### config.mk
export PLATFORM = sky130hd
export DESIGN_NAME = fetch_stage
export DESIGN_NICKNAME = d
export VERILOG_FILES = /design/src/rtl/riscv_pkg.sv /design/src/rtl/if_id_reg.sv /design/src/rtl/fetch_stage.sv
export SDC_FILE = /design/constraint.sdc
export NUM_CORES = 1
export LEC_CHECK = 0
export BUFFER_PORTS_ARGS = -buffer_cell sky130_fd_sc_hd__buf_2
export CAP_MARGIN = 20
export CORE_ASPECT_RATIO = 2
export CORE_MARGIN = 8
export CORE_UTILIZATION = 35
export CTS_CLUSTER_SIZE = 30
export DETAILED_ROUTE_END_ITERATION = 8
export PLACE_DENSITY_LB_ADDON = 0.3
export SKIP_CTS_REPAIR_TIMING = 1
export SLEW_MARGIN = 25
export SYNTH_ARGS = -nofsm -noshare
export SYNTH_HDL_FRONTEND = slang
export SYNTH_HIERARCHICAL = 1
export SYNTH_SLANG_ARGS = --single-unit
### constraint.sdc
create_clock -name clk -period 3.18 [get_ports clk]
set_clock_uncertainty 0.1 [all_clocks]
set_input_delay 0.636 -clock clk [delete_from_list [all_inputs] [get_ports clk]]
set_output_delay 0.636 -clock clk [all_outputs]
set_load 0.01 [all_outputs]
### src/rtl/riscv_pkg.sv
// Shared RV32I pipeline definitions used by the fetch stage.
package riscv_pkg;

    // addi x0, x0, 0: the canonical bubble instruction
    localparam logic [31:0] NOP_INSTR = 32'h0000_0013;

    typedef enum logic [1:0] {
        IDLE,
        REQ,
        WAIT,
        HOLD
    } fetch_state_t;

    // Sequential next PC; wraps modulo 2^32 without any flag
    function automatic logic [31:0] seq_pc(input logic [31:0] pc);
        return pc + 32'd4;
    endfunction

endpackage

### src/rtl/if_id_reg.sv
// IF/ID pipeline register: instruction, PC and valid bit handed to decode.
// flush has priority over en and loads a NOP bubble.
module if_id_reg
    import riscv_pkg::*;
#(
    parameter int unsigned XLEN = 32
) (
    input  logic            clk,
    input  logic            rst_n,
    input  logic            en_i,
    input  logic            flush_i,
    input  logic [XLEN-1:0] inst_i,
    input  logic [XLEN-1:0] pc_i,
    input  logic            valid_i,
    output logic [XLEN-1:0] inst_o,
    output logic [XLEN-1:0] pc_o,
    output logic            valid_o
);

    logic [XLEN-1:0] inst_q, inst_d;
    logic [XLEN-1:0] pc_q, pc_d;
    logic            valid_q, valid_d;

    // Next-state: flush to NOP, load when enabled, otherwise hold
    always_comb begin
        inst_d  = inst_q;
        pc_d    = pc_q;
        valid_d = valid_q;
        if (flush_i) begin
            inst_d  = NOP_INSTR;
            pc_d    = '0;
            valid_d = 1'b0;
        end else if (en_i) begin
            inst_d  = inst_i;
            pc_d    = pc_i;
            valid_d = valid_i;
        end
    end

    // State registers with asynchronous reset to the bubble value
    always_ff @(posedge clk or negedge rst_n) begin
        if (!rst_n) begin
            inst_q  <= NOP_INSTR;
            pc_q    <= '0;
            valid_q <= 1'b0;
        end else begin
            inst_q  <= inst_d;
            pc_q    <= pc_d;
            valid_q <= valid_d;
        end
    end

    assign inst_o  = inst_q;
    assign pc_o    = pc_q;
    assign valid_o = valid_q;

endmodule

### src/rtl/fetch_stage.sv
// RV32I instruction fetch stage: PC, single-outstanding imem handshake and
// the IF/ID register. Defining FETCH_PERF_CNT_EN adds fetch/bubble counters.
module fetch_stage
    import riscv_pkg::*;
#(
    parameter int unsigned      XLEN     = 32,
    parameter logic [XLEN-1:0]  RESET_PC = 32'h0000_0000
) (
    input  logic            clk,
    input  logic            rst_n,
    input  logic            stall_f,
    input  logic            stall_d,
    input  logic            br_taken,
    input  logic [XLEN-1:0] br_target,
    output logic            imem_req,
    output logic [XLEN-1:0] imem_addr,
    input  logic            imem_gnt,
    input  logic            imem_rvalid,
    input  logic [XLEN-1:0] imem_rdata,
    output logic [XLEN-1:0] inst_d,
    output logic [XLEN-1:0] pc_d,
    output logic            valid_d
`ifdef FETCH_PERF_CNT_EN
   ,output logic [31:0]     perf_fetch_cnt,
    output logic [31:0]     perf_bubble_cnt
`endif
);

    fetch_state_t    state_q, state_d;
    logic [XLEN-1:0] pc_f_q, pc_f_d;
    logic [XLEN-1:0] req_addr_q, req_addr_d;
    logic            kill_q, kill_d;
    logic [XLEN-1:0] buf_inst_q, buf_inst_d;
    logic            buf_valid_q, buf_valid_d;
    logic            imem_req_q, imem_req_d;

    logic            ifid_en;
    logic [XLEN-1:0] ifid_inst;
    logic [XLEN-1:0] ifid_pc;
    logic            ifid_valid;

    assign ifid_en = !stall_d || br_taken;

    // Next-state for FSM, PC, request address, kill flag and stall buffer
    always_comb begin
        state_d     = state_q;
        pc_f_d      = pc_f_q;
        req_addr_d  = req_addr_q;
        kill_d      = kill_q;
        buf_inst_d  = buf_inst_q;
        buf_valid_d = buf_valid_q;
        ifid_inst   = NOP_INSTR;
        ifid_pc     = '0;
        ifid_valid  = 1'b0;

        unique case (state_q)
            IDLE: state_d = REQ;
            REQ: begin
                if (imem_gnt) begin
                    state_d = WAIT;
                    // A killed request was for a stale address; PC already
                    // points at the redirect target, so do not advance it.
                    if (!kill_q) begin
                        pc_f_d = seq_pc(pc_f_q);
                    end
                end
            end
            WAIT: begin
                if (imem_rvalid) begin
                    if (kill_q) begin
                        kill_d  = 1'b0;
                        state_d = REQ;
                    end else if (!stall_d) begin
                        ifid_inst  = imem_rdata;
                        ifid_pc    = req_addr_q;
                        ifid_valid = 1'b1;
                        state_d    = stall_f ? HOLD : REQ;
                    end else begin
                        buf_inst_d  = imem_rdata;
                        buf_valid_d = 1'b1;
                        state_d     = HOLD;
                    end
                end
            end
            HOLD: begin
                if (!stall_d) begin
                    // req_addr is not recaptured until REQ, so it is still
                    // the PC of the buffered word.
                    if (buf_valid_q) begin
                        ifid_inst  = buf_inst_q;
                        ifid_pc    = req_addr_q;
                        ifid_valid = 1'b1;
                    end
                    buf_valid_d = 1'b0;
                    if (!stall_f) begin
                        state_d = REQ;
                    end
                end
            end
            default: state_d = IDLE;
        endcase

        // Redirect overrides stalls and any in-flight response
        if (br_taken) begin
            pc_f_d      = br_target;
            buf_valid_d = 1'b0;
            if (state_q == REQ) begin
                kill_d = 1'b1;
            end else if (state_q == WAIT) begin
                if (imem_rvalid) begin
                    kill_d  = 1'b0;
                    state_d = REQ;
                end else begin
                    kill_d = 1'b1;
                end
            end else if (state_q == HOLD) begin
                state_d = REQ;
            end
        end

        // Capture the fetch address only on entry to REQ so it stays stable
        if (state_d == REQ && state_q != REQ) begin
            req_addr_d = pc_f_d;
        end
    end

    assign imem_req_d = (state_d == REQ);

    // FSM and fetch-side state registers
    always_ff @(posedge clk or negedge rst_n) begin
        if (!rst_n) begin
            state_q     <= IDLE;
            pc_f_q      <= RESET_PC;
            req_addr_q  <= RESET_PC;
            kill_q      <= 1'b0;
            buf_inst_q  <= NOP_INSTR;
            buf_valid_q <= 1'b0;
            imem_req_q  <= 1'b0;
        end else begin
            state_q     <= state_d;
            pc_f_q      <= pc_f_d;
            req_addr_q  <= req_addr_d;
            kill_q      <= kill_d;
            buf_inst_q  <= buf_inst_d;
            buf_valid_q <= buf_valid_d;
            imem_req_q  <= imem_req_d;
        end
    end

    assign imem_req  = imem_req_q;
    assign imem_addr = req_addr_q;

    if_id_reg #(
        .XLEN (XLEN)
    ) u_if_id_reg (
        .clk     (clk),
        .rst_n   (rst_n),
        .en_i    (ifid_en),
        .flush_i (br_taken),
        .inst_i  (ifid_inst),
        .pc_i    (ifid_pc),
        .valid_i (ifid_valid),
        .inst_o  (inst_d),
        .pc_o    (pc_d),
        .valid_o (valid_d)
    );

`ifdef FETCH_PERF_CNT_EN
    logic [31:0] fetch_cnt_q, fetch_cnt_d;
    logic [31:0] bubble_cnt_q, bubble_cnt_d;

    // Classify every IF/ID load as a real instruction or a bubble
    always_comb begin
        fetch_cnt_d  = fetch_cnt_q;
        bubble_cnt_d = bubble_cnt_q;
        if (ifid_en) begin
            if (ifid_valid && !br_taken) begin
                fetch_cnt_d = fetch_cnt_q + 32'd1;
            end else begin
                bubble_cnt_d = bubble_cnt_q + 32'd1;
            end
        end
    end

    // Counter registers, free-running and wrapping
    always_ff @(posedge clk or negedge rst_n) begin
        if (!rst_n) begin
            fetch_cnt_q  <= '0;
            bubble_cnt_q <= '0;
        end else begin
            fetch_cnt_q  <= fetch_cnt_d;
            bubble_cnt_q <= bubble_cnt_d;
        end
    end

    assign perf_fetch_cnt  = fetch_cnt_q;
    assign perf_bubble_cnt = bubble_cnt_q;
`endif

endmodule
After elaboration in Yosys (flattened, before gate mapping):

Cells that the tools add are included.

* input bits: 71
* word-level logic and storage cells: 82
* output and inout port bits: 98
* flip-flop bits (word level): 166

* bitwise logic cells: 1
* equal/unequal tests: 9
* add/subtract/negate cells: 1
* multiplexer cells: 53
* reductions and logical operators: 8

Operator list (count)
* 2-to-1 mux 32 bit: 18
* case mux 32 bit (2 select lines): 2
* adder 32 x 3 -> 32 bit (second input constant): 1
* 2-to-1 mux 2 bit: 12
* 2-to-1 mux 1 bit: 18
* inequality test 3 bit (second input constant): 4
* case mux 2 bit (4 select lines): 1
* AND reduction 5 bit: 1
* equality test 2 x 1 -> 1 bit (second input constant): 2
* equality test 2 bit (second input constant): 2
* case mux 1 bit (2 select lines): 2
* AND reduction 4 bit: 1
* nonzero test 3 bit: 1
* logical NOT 2 bit: 1
* inequality test 2 x 1 -> 1 bit (second input constant): 1
* nonzero test 2 bit: 1
* logical AND 1 bit: 1
* logical NOT 1 bit: 1
* logical OR 1 bit: 1
* inverter 1 bit: 1

Longest topological paths before layout:

* depth after elaboration: 11
* depth in mapped cells: 8
* gate-level depth less buffers: 6

Modules after synthesis:

The synthesis kept the hierarchy.

By module, submodules not included
* fetch_stage: times used 1, cells an instance 476, sequential area each 2531.2 um^2, area each 5216.3 um^2
* if_id_reg: times used 1, cells an instance 210, sequential area each 1630.3 um^2, area each 2695.1 um^2

Least setup slack after synthesis:

OpenSTA, ideal clock, no wires.

* path kind: input -> register
* from: input br_taken
* to: register u_if_id_reg.inst_q[10], in the netlist u_if_id_reg/inst_o[10]
* setup time: 132 ps
* path buffers: 5
* data arrival time: 1863 ps
* stages on the path: 8
* required time: 2948 ps
* setup slack: 1085 ps
* cell sequence: buf_2 > buf_1 > nand2b_1 > buf_6 > buf_12 > buf_12 > mux2i_1 > nor2_1

* word-level cells in the longest chain between the ends: 2
* elaborated cells between the ends (all ways): 3
* those cells by class: 1 x mux; 2 x reduce/logical

Ends and longest elaborated chain
* from (decl): RTL line fetch_stage.sv:13 `input logic br_taken,`
* logical OR 1 bit: RTL line fetch_stage.sv:42 `assign ifid_en = !stall_d || br_taken;`
* net ifid_en: RTL line fetch_stage.sv:37 `logic ifid_en;`
* nonzero test 2 bit (no line)
* to (signal assigned): RTL line if_id_reg.sv:47 `inst_q <= inst_d;`
* to (decl): RTL line if_id_reg.sv:20 `logic [XLEN-1:0] inst_q, inst_d;`

The timed path passes the listed nets, and every way through them passes these cells.
A chain may end at the register's enable or synchronous reset.

Worst setup path in the final report:

* from: register state_q[0]
* to: register req_addr_q[13], in the netlist imem_addr[13]

* word-level cells in the longest chain between the ends: 9
* elaborated cells between the ends (all ways): 19
* those cells by class: 5 x eq/ne; 12 x mux; 2 x reduce/logical

Ends and longest elaborated chain
* from (decl): RTL line fetch_stage.sv:29 `fetch_state_t state_q, state_d;`
* from (signal assigned): RTL line fetch_stage.sv:140 `state_q <= state_d;`
* 2-to-1 mux 2 bit: RTL line fetch_stage.sv:95 `if (!stall_f) begin`
* 2-to-1 mux 2 bit: RTL line fetch_stage.sv:86 `if (!stall_d) begin`
* case mux 2 bit (4 select lines): RTL line fetch_stage.sv:56 `unique case (state_q)`
* 2-to-1 mux 2 bit, on equally long branches: RTL line fetch_stage.sv:116, fetch_stage.sv:110
* 2-to-1 mux 2 bit: RTL line fetch_stage.sv:109 `end else if (state_q == WAIT) begin`
* 2-to-1 mux 2 bit: RTL line fetch_stage.sv:107 `if (state_q == REQ) begin`
* 2-to-1 mux 2 bit: RTL line fetch_stage.sv:104 `if (br_taken) begin`
* equality test 2 x 1 -> 1 bit: RTL line fetch_stage.sv:122 `if (state_d == REQ && state_q != REQ) begin`
* logical AND 1 bit: RTL line fetch_stage.sv:122
* to (signal assigned): RTL line fetch_stage.sv:142 `req_addr_q <= req_addr_d;`
* to (decl): RTL line fetch_stage.sv:31 `logic [XLEN-1:0] req_addr_q, req_addr_d;`

Parallel ways exist; a longest one is shown, timed or not.

==> summary.md <==
| Metric | Value |
|---|---|
| Syn avg cell area | 11.5 µm² |
| Initial Utilization | 35.2% |
| Routed WL per cell | 17.8 µm |
| CP max FO | 13 |
| Worst-path clk slew | 0.07 ns |
| IO buf count | 168 |
| Routability cong. | 0.757 |
| Row count | 78 |
| Post-synth EDFFs | 0 |
| Crit path setup slack, layout | 0.867 ns |
| Die W | 122 µm |
| 1st-iter DRT viols | 314 |
| Setup TNS | 0 ns |
| Psw | 2.04 mW |
| Die Span Y | 229 µm |
| Status | finished, final reports clean |
| Arrival time worst endpoint | 2.53 ns |
| GR Layer Usage met3 | 4.75% |
| Fin crit period | 2.31 ns |
| Combinational share of power | 22.9% |
| Net Sw Frac | 30.6% |
| Layout cells sized above 1 | 34.5% |
| Yosys cell types | 52 |
| Remaining global-route overflow | 0 |
| Post-route ant nets | 0 |
| Num CTS Buffers | 17 |
| GR peak layer | met2 |
| Clock root buffer | clkbuf_16 |
| DIE AREA | 0.0280 mm² |
| Final setup fails | 0 |
| Synth Register Bits | 166 |
| First-pass GRT wire length | 33,200 µm |
| Routed via count | 5,668 |
| Mapped Nets | 758 |
| HPWL Detailed | 14,000 µm |
| ANT cells | 0 |
| Placeable Area | 0.0224 mm² |
| Cell depth of the worst setup path | 5 |
| RSZ-0062 raised after global routing | no |
| Total wire length | 20,200 µm |
| Slowest cell on crit path | dfrtp_1 |
| Dpl ws | 0.559 ns |
| Critical Path Start Type | register |
| Mapped Area | 0.00791 mm² |
| Tightest Pin Transition | 0.836 ns |
| Max-Slew Margin vs Limit | 44.1% |
| Sequential share of power | 43.7% |
| Io pins | 169 |
| P_int | 4.64 mW |
| M1 GR Usage | 18.6% |
| H-tree Lvls | 4 |
| CTS Sinks | 166 |
| Initial antenna violation count | 1 |
| Biggest cell delay along the critical path | 0.50 ns |
| Synth Instances | 686 |
| Vias per std cell | 4.99 |
| Synthesis warning total | 6 |
| Largest cells by area after synthesis | dfrtp_1 (51%), mux2i_1 (8.4%), mux2_2 (8.3%) |
| Max clock buf depth | 2 |
| Top cell type's share of synthesized area | 50.6% |
| Clk pwr share | 33.4% |
| TritonRoute pass-1 iters | 4 |
| Cell Chain, Critical Path | nor2b_1, nor3_1, nor3_2, buf_4, mux2_2 |
| Grt met2 use | 24.0% |
| Req. time, crit path | 3.40 ns |
| DRC viols | 0 |
| Worst skew pair latency | 0.44 ns |
| NumNets Final | 915 |
| CTS tree | built |
| Via count of the first global-routing pass | 6,258 |
| Ys async rst share | 100% |
| Post-synth top area cell | dfrtp_1 |
| Hold Path Class | in -> async |
| Largest net degree at the start of global routing | 132 |
| Hold Fails Final Rpt | 0 |
| Tcrit/Tclk final | 72.7% |
| CP endpoint kind | register |
| Post-synthesis sequential area ratio | 52.6% |
| CP delay by family, top | simple AND/OR/NAND/NOR gates |
| Top-count cell post-synth | dfrtp_1 |
| Synth cell count leaders | dfrtp_1 (160), nor2_1 (73), mux2i_1 (66), mux2_2 (58), nand2_1 (52) |
| Maxcap violations | 0 |
| Peak VDD IR | 0.438 mV |
| Crit Path Class | reg -> reg |
| P_leak | 4.91 nW |
| Power Dens Cells | 694 mW/mm² |
| R2r worst-path depth | 5 |
| Layout area overhead | 21.6% |
| Fmax | 0.432 GHz |
| Synth Flop Type | dfrtp_1 |
| Gr usage total | 15.1% |
| Max-slew violations | 0 |
| Worst path bufs/invs | 1 |
path summary, 6_finish.rpt:
| path | from | end | slack (ns) |
|---|---|---|---|
| max | state_q[0] | imem_addr[13] | 0.87 |
| min | rst_n | u_if_id_reg/inst_o[17] | 0.14 |
| max reg2reg | state_q[0] | imem_addr[13] | 0.87 |
| min reg2reg | imem_addr[22] | imem_addr[22] | 0.39 |
| max in group asynchronous | rst_n | u_if_id_reg/pc_o[14] | 2.06 |
| min in group clk | imem_gnt | state_q[0] | 0.33 |
power by group through the flow:
stage	Clock, mW	Combinational, mW	Sequential [mW]
6_report	2.23	1.53	2.92
5_1_grt	2.38	1.72	2.99
4_1_cts	2.31	1.56	2.92
3_5_place_dp	0	1.56	2.96
3_3_place_gp	0	1.52	2.94
2_1_floorplan	0	0.950	2.93
layer usage:
layer  vias to the layer above  routed length (µm)
met1                      2763                8970
met2                       155                9470
met5                         -                   8
met4                         2                 339
li1                       2727                   -
met3                        21                1400
cells in the final DEF, fill, tap and decap left out, types with 3 or more instances in the layout:
cell type,instances
clkbuf_16,17
nand2b_1,3
buf_12,3
inv_1,6
a211o_1,3
xnor2_1,20
nand3_1,19
a21o_1,3
mux2_2,58
a221o_1,7
a22o_1,29
dfstp_2,6
buf_2,166
o22a_1,3
and2_1,34
nand4_1,14
dfrtp_1,160
buf_4,14
bufinv_16,4
nor2_1,73
and3_1,10
mux2i_1,66
nor2b_1,8
nand2_1,52
nor3_1,6
o21ai_1,3
a21oi_1,5
o21ai_0,9
xor2_1,8
inv_6,4
nor4_1,5
metrics by stage:
step | util, % | cells | instance area (µm²) | power [mW] | hold slack, ns
final | 42.9 | 1136 | 9620 | 6.68 | 0.139
after global routing | 42.9 | 1136 | 9620 | 7.09 | 0.174
after CTS | 42.9 | 1136 | 9620 | 6.80 | 0.145
after detailed placement | 40.0 | 1104 | 8980 | 4.52 | 0.386
after global placement | 40.0 | 1104 | 8980 | 4.46 | 0.387
after floorplan | - | 686 | 7910 | 3.88 | 0.240
final cells by class:
cell class	instances	area [µm²]
Multi-Input combinational cell	468	3440
Sequential cell	166	4160
Clock buffer	18	439
Inverter	6	22.5
Timing Repair Buffer	184	1010
Fill cell	2190	12800
Tap cell	280	350
Clock inverter	14	198
logic make-up after synthesis:
family	Yosys count	synth area share, %
compound gates	72	7.16
xor+xnor	28	3.10
fa+ha+maj	1	0.158
buf+inv	52	4.35
flops	166	52.6
mux	124	16.6
simple gates	243	16.0
state kept, by name (all words and copies together), names as in the netlist, named ones only:
name,count
pc_f_q,32
buf_valid_q,1
imem_req,1
state_q,2
u_if_id_reg/inst_o,32
imem_addr,32
buf_inst_q,32
u_if_id_reg/valid_o,1
u_if_id_reg/pc_o,32
Power figures use the tool's default switching activity.
